`config.mk`:
```
export PLATFORM = sky130hd
export DESIGN_NAME = core_arbiter_flat
export DESIGN_NICKNAME = d
export VERILOG_FILES = /design/src/rtl/core_arbiter_if.sv /design/src/rtl/core_arbiter.sv /design/src/flat_wrapper.sv
export SDC_FILE = /design/constraint.sdc
export NUM_CORES = 1
export LEC_CHECK = 0
export CORE_UTILIZATION = 45
export DETAILED_ROUTE_END_ITERATION = 7
export DONT_BUFFER_PORTS = 1
export PLACE_DENSITY_LB_ADDON = 0.1
export SLEW_MARGIN = 0
export SYNTH_ARGS = -nofsm -noshare
export SYNTH_HDL_FRONTEND = slang
export SYNTH_SLANG_ARGS = --single-unit
```
`constraint.sdc`:
```
create_clock -name clk -period 3.8 [get_ports clk]
set_input_delay 0.57 -clock clk [delete_from_list [all_inputs] [get_ports clk]]
set_output_delay 0.57 -clock clk [all_outputs]
set_load 0.005 [all_outputs]
```
`src/rtl/core_arbiter_if.sv`:
```
// Bundle between two requesters, the arbiter, and the shared calculation core.
// req is a level held until the matching done/err pulse; core_start is a one-cycle pulse.
interface core_arbiter_if;
  logic [1:0]         req;
  logic signed [31:0] a0_0;
  logic signed [31:0] a1_0;
  logic signed [31:0] a0_1;
  logic signed [31:0] a1_1;
  logic [1:0]         done;
  logic [1:0]         err;
  logic signed [31:0] result;
  logic [7:0]         err_count;
  logic signed [31:0] core_a0;
  logic signed [31:0] core_a1;
  logic               core_start;
  logic               core_busy;
  logic signed [31:0] core_result;

  modport slave (
    input  req, a0_0, a1_0, a0_1, a1_1, core_busy, core_result,
    output done, err, result, err_count, core_a0, core_a1, core_start
  );

  modport master (
    output req, a0_0, a1_0, a0_1, a1_1, core_busy, core_result,
    input  done, err, result, err_count, core_a0, core_a1, core_start
  );
endinterface

```
`src/rtl/core_arbiter.sv`:
```
// Round-robin arbiter that shares one calculation core between two requesters,
// sequencing start/busy and aborting on start or run timeouts.
module core_arbiter #(
  parameter int START_WAIT     = 16,
  parameter int TIMEOUT_CYCLES = 1024
) (
  input  logic                 clk,
  input  logic                 rst_n,
  core_arbiter_if.slave        bus,
  output logic [2:0]           state_o
);

  localparam int CMAX = (TIMEOUT_CYCLES > START_WAIT) ? TIMEOUT_CYCLES : START_WAIT;
  localparam int CW   = $clog2(CMAX) + 1;

  typedef enum logic [2:0] {
    S_IDLE      = 3'd0,
    S_ISSUE     = 3'd1,
    S_WAIT_BUSY = 3'd2,
    S_RUN       = 3'd3,
    S_FINISH    = 3'd4
  } state_e;

  state_e             state_q;
  logic               grant_q;
  logic               last_grant_q;
  logic [CW-1:0]      cnt_q;
  logic signed [31:0] a0_q;
  logic signed [31:0] a1_q;
  logic               start_q;
  logic [1:0]         done_q;
  logic [1:0]         err_q;
  logic signed [31:0] result_q;
  logic [7:0]         err_cnt_q;
  logic               win_c;

  // Requester 1 wins when alone, or on a tie when requester 0 was served last.
  always_comb begin
    win_c = 1'b0;
    if (bus.req == 2'b10)
      win_c = 1'b1;
    else if (bus.req == 2'b11)
      win_c = ~last_grant_q;
  end

  always_ff @(posedge clk or negedge rst_n) begin
    if (!rst_n) begin
      state_q      <= S_IDLE;
      grant_q      <= 1'b0;
      last_grant_q <= 1'b1;
      cnt_q        <= '0;
      a0_q         <= '0;
      a1_q         <= '0;
      start_q      <= 1'b0;
      done_q       <= 2'b00;
      err_q        <= 2'b00;
      result_q     <= '0;
      err_cnt_q    <= '0;
    end else begin
      start_q <= 1'b0;
      done_q  <= 2'b00;
      err_q   <= 2'b00;
      case (state_q)
        S_IDLE: begin
          if (|bus.req) begin
            grant_q      <= win_c;
            last_grant_q <= win_c;
            a0_q         <= win_c ? bus.a0_1 : bus.a0_0;
            a1_q         <= win_c ? bus.a1_1 : bus.a1_0;
            start_q      <= 1'b1;
            state_q      <= S_ISSUE;
          end
        end
        S_ISSUE: begin
          cnt_q   <= '0;
          state_q <= S_WAIT_BUSY;
        end
        S_WAIT_BUSY: begin
          if (bus.core_busy) begin
            cnt_q   <= '0;
            state_q <= S_RUN;
          end else if (cnt_q == CW'(START_WAIT - 1)) begin
            err_q[grant_q] <= 1'b1;
            result_q       <= '0;
            err_cnt_q      <= (err_cnt_q == 8'hFF) ? err_cnt_q : err_cnt_q + 8'd1;
            state_q        <= S_FINISH;
          end else begin
            cnt_q <= cnt_q + CW'(1);
          end
        end
        S_RUN: begin
          if (!bus.core_busy) begin
            done_q[grant_q] <= 1'b1;
            result_q        <= bus.core_result;
            state_q         <= S_FINISH;
          end else if (cnt_q == CW'(TIMEOUT_CYCLES - 1)) begin
            err_q[grant_q] <= 1'b1;
            result_q       <= '0;
            err_cnt_q      <= (err_cnt_q == 8'hFF) ? err_cnt_q : err_cnt_q + 8'd1;
            state_q        <= S_FINISH;
          end else begin
            cnt_q <= cnt_q + CW'(1);
          end
        end
        S_FINISH: begin
          // done/err were registered on entry, so the pulse is visible this cycle.
          state_q <= S_IDLE;
        end
        default: state_q <= S_IDLE;
      endcase
    end
  end

  assign bus.done       = done_q;
  assign bus.err        = err_q;
  assign bus.result     = result_q;
  assign bus.err_count  = err_cnt_q;
  assign bus.core_a0    = a0_q;
  assign bus.core_a1    = a1_q;
  assign bus.core_start = start_q;
  assign state_o        = state_q;

endmodule

```
`src/flat_wrapper.sv`:
```
// flat-port wrapper written by rule: the top's interface ports become plain ports
module core_arbiter_flat 
#(
  parameter int START_WAIT     = 16,
  parameter int TIMEOUT_CYCLES = 1024
)
  (clk, rst_n, state_o, bus_req, bus_a0_0, bus_a1_0, bus_a0_1, bus_a1_1, bus_core_busy, bus_core_result, bus_done, bus_err, bus_result, bus_err_count, bus_core_a0, bus_core_a1, bus_core_start);
  core_arbiter_if bus_i ();
  input  logic clk;
  input  logic rst_n;
  output logic [2:0] state_o;
  input wire logic [$bits(bus_i.req)-1:0] bus_req;
  input wire logic [$bits(bus_i.a0_0)-1:0] bus_a0_0;
  input wire logic [$bits(bus_i.a1_0)-1:0] bus_a1_0;
  input wire logic [$bits(bus_i.a0_1)-1:0] bus_a0_1;
  input wire logic [$bits(bus_i.a1_1)-1:0] bus_a1_1;
  input wire logic [$bits(bus_i.core_busy)-1:0] bus_core_busy;
  input wire logic [$bits(bus_i.core_result)-1:0] bus_core_result;
  output wire logic [$bits(bus_i.done)-1:0] bus_done;
  output wire logic [$bits(bus_i.err)-1:0] bus_err;
  output wire logic [$bits(bus_i.result)-1:0] bus_result;
  output wire logic [$bits(bus_i.err_count)-1:0] bus_err_count;
  output wire logic [$bits(bus_i.core_a0)-1:0] bus_core_a0;
  output wire logic [$bits(bus_i.core_a1)-1:0] bus_core_a1;
  output wire logic [$bits(bus_i.core_start)-1:0] bus_core_start;
  assign bus_i.req = bus_req;
  assign bus_i.a0_0 = bus_a0_0;
  assign bus_i.a1_0 = bus_a1_0;
  assign bus_i.a0_1 = bus_a0_1;
  assign bus_i.a1_1 = bus_a1_1;
  assign bus_i.core_busy = bus_core_busy;
  assign bus_i.core_result = bus_core_result;
  assign bus_done = bus_i.done;
  assign bus_err = bus_i.err;
  assign bus_result = bus_i.result;
  assign bus_err_count = bus_i.err_count;
  assign bus_core_a0 = bus_i.core_a0;
  assign bus_core_a1 = bus_i.core_a1;
  assign bus_core_start = bus_i.core_start;
  core_arbiter #(.START_WAIT(START_WAIT), .TIMEOUT_CYCLES(TIMEOUT_CYCLES)) u_core (.clk(clk), .rst_n(rst_n), .bus(bus_i), .state_o(state_o));
endmodule
```
==> metrics.txt <==
status completed; post-DP HPWL 9120 um; Die X 113 um; RSZ-0062 raised after global routing no; met1 WL 5520 um; CP max stage cell or2_4; Worst Path Required 4.08 ns; syn avg cell area 10.9 um^2; Antenna diodes 0; met3 WL 765 um; FP Rows 40; top post-synthesis cells by area dfrtp_1, mux2i_1, a22o_1; CTS buffer count 17; CTS Buffer Depth 2; reg2reg path depth 5; crit share post-route 61.8%; total track usage 20.5%; fmax 0.426 GHz; sequential share of the synthesized area 56.1%; First-pass DRT Iterations 4; Synth Warn # 0; PD cells 819 nW/um^2; routed wl met2 6430 um; Via density 5.58; Worst IR Drop VDD 0.350 mV; DR vias 3,802; CTS Hold Bufs 1; clock latency on the worst-skew pair 0.42 ns; post-route setup TNS 0 ns; Worst Tran Pin Value 0.894 ns; CTS tree yes; Setup Buffers After CTS 0; final wirelength 12,900 um; share of layout cells above drive strength 1 9.94%; Fin. Hold Viols 0; PortBufs 0; io pins 277; post-synth net total 677; post-placement cell area 5690 um^2; critical path fanouts, max 98; Slew Viols, Final 0; Max-cap violations 0; post-route cell area 6350 um^2; critical path launch point u_core.state_o[0]; origin of the critical flop-to-flop path u_core.state_o[0]; R2R setup slack 1.45 ns; worst setup path class register to register; CP startpoint kind register; LEAKAGE 3.00 nW; post-CTS resize count 0; Layout area overhead 13.8%; worst setup path endpoint u_core.bus.core_a0[15]; CTS Root Cell clkbuf_16; uppermost layer routed met4; Nets 668; initial antenna violation count 0; initial core utilization 46.2%; slowest stage delay, CP 0.71 ns; final setup fails 0; core area 12,100 um^2; clock-pin slew on the worst setup and hold paths 0.06 ns; Yosys cell types 48; first-pass GRT wire length 19,800 um; worst-path cell chain nor2_1, o21ai_1, or2_4, buf_4, o21ai_0; Die Height 113 um; crit path capture type register; Post-synth EDFFs 0; grt total ovfl 0; drt initial violations 193; most area-hungry cell type in the Yosys netlist dfrtp_1; Synth Register Bits 125; number of routed nets with antenna violations 0; share of the synthesized area in the top cell type 55.6%; die area 12,800 um^2; DRC 0; Placer Congestion 0.833; ys async rst share 100%; Synth Cell Area 5580 um^2; H-tree Lvls 4; Final min period 2.35 ns; largest net degree at the start of global routing 126; Arr. time, crit path 2.63 ns; synthesized instance count 510; DR WL/cell 18.9 um; clk sink count 125; relative slew slack 40.4%; Hold Crit Class input pin to async pin; vias in the first global route 3,561; top_reg_cell synth dfrtp_1; Crit Reg-Reg Endpoint u_core.bus.core_a0[15]; Setup Skew 0.00598 ns
## through the flow
stage / power (mW) / hold slack, ns / util (%) / setup slack [ns] / std cells
finish: 5.20 / 0.0787 / 52.6 / 1.45 / 681
global route: 5.53 / 0.164 / 52.6 / 1.16 / 681
CTS: 5.27 / 0.144 / 52.6 / 1.45 / 681
detailed placement: 3.49 / 0.278 / 47.2 / 1.44 / 649
global placement: 3.46 / 0.278 / 47.2 / 1.52 / 649
floorplan: 3.15 / 0.274 / - / 1.87 / 510
## final cells by class
class	count	area, um^2
tap	168	210
fill	1056	5710
inverter	6	22.5
timing repair buffer	5	70.1
sequential	125	3130
clock buffer	19	433
multi-input combinational	346	2290
clock inverter	12	195
## worst min path at each step
stage / from / end / slack, ns / cells past startpoint
2_1_floorplan: rst_n / u_core.bus.core_a0[0] / 0.27 / 0
3_3_place_gp: rst_n / u_core.bus.err_count[0] / 0.28 / 0
3_5_place_dp: rst_n / u_core.bus.err_count[0] / 0.28 / 0
4_1_cts: rst_n / u_core.bus.err_count[0] / 0.14 / 1
5_1_grt: rst_n / u_core.bus.err_count[0] / 0.16 / 1
6_report: rst_n / u_core.bus.err_count[0] / 0.08 / 1
## cells by family (layout without fill, tap and decap cells)
family                     Yosys count  count (layout)  synth area share (%)
muxes                               68              68                  12.3
DFF                                125             125                  56.1
adders and majority gates            2               2                 0.449
xor gates and xnor gates             6               6                 0.942
buffers and inverters               39              42                  3.16
and+or+nand+nor                    139             139                  11.9
AOI/OAI and AO/OA                  131             131                  15.2
## report_power, final
part | leakage, nW | total (mW) | switching [mW] | internal [mW]
combinational | 1.11 | 1.10 | 0.629 | 0.468
sequential | 1.58 | 2.37 | 0.500 | 1.87
clock | 0.307 | 1.73 | 0.575 | 1.16
## layer usage
metal	up-vias	GRT usage, %
met3	14	4.87
met2	177	32.9
met1	1798	26.7
met5	-	0
li1	1813	-
met4	0	8.25
## placed cells by master (no fill, tap or decap), types with 2 or more instances in the layout
cell type	instances
a22o_1	33
a31oi_1	3
nand2b_1	3
clkbuf_1	2
ha_1	2
inv_1	6
nand4_2	2
nor2_1	15
and3_1	2
nand3_1	14
and2_1	2
a21oi_1	6
nor3_1	5
bufinv_16	5
dfrtp_1	124
nand2_1	76
o21ai_1	19
a211o_1	2
clkinv_2	4
xor2_1	6
o211ai_1	2
nor2_2	2
nor3b_1	2
nor4_1	5
o21ai_0	57
clkinv_4	2
mux2_2	3
mux2i_1	64
buf_4	3
clkbuf_16	17
nand4_1	2
## flip-flops by register name, indices dropped and copies added, names as in the netlist
name / flops
u_core.cnt_q: 11
u_core.last_grant_q: 1
u_core.state_o: 3
u_core.bus.err: 2
u_core.bus.core_start: 1
u_core.bus.core_a1: 32
u_core.bus.result: 32
u_core.grant_q: 1
u_core.bus.core_a0: 32
u_core.bus.done: 2
u_core.bus.err_count: 8
## synthesized netlist by cell type, drive strengths merged (3+ instances only)
master and number:
a22o 33, xor2 6, nand4 4, o21ai 76
dfrtp 124, nor3 5, clkbuf 10, a31oi 4
nand2b 3, mux2i 64, a21oi 6, nand2 76
buf 23, nor2 17, mux2 4, nor4 6
or2 3, inv 6, nand3 14
## critical path, delay by kind of cell, from the launching register on
kind                   cells  cell delay (ns)
and+or+nand+nor            2             0.83
DFF                        1             0.65
buffers and inverters      1             0.41
AOI/OAI and AO/OA          2             0.27
(Power assumes the default switching activity.)
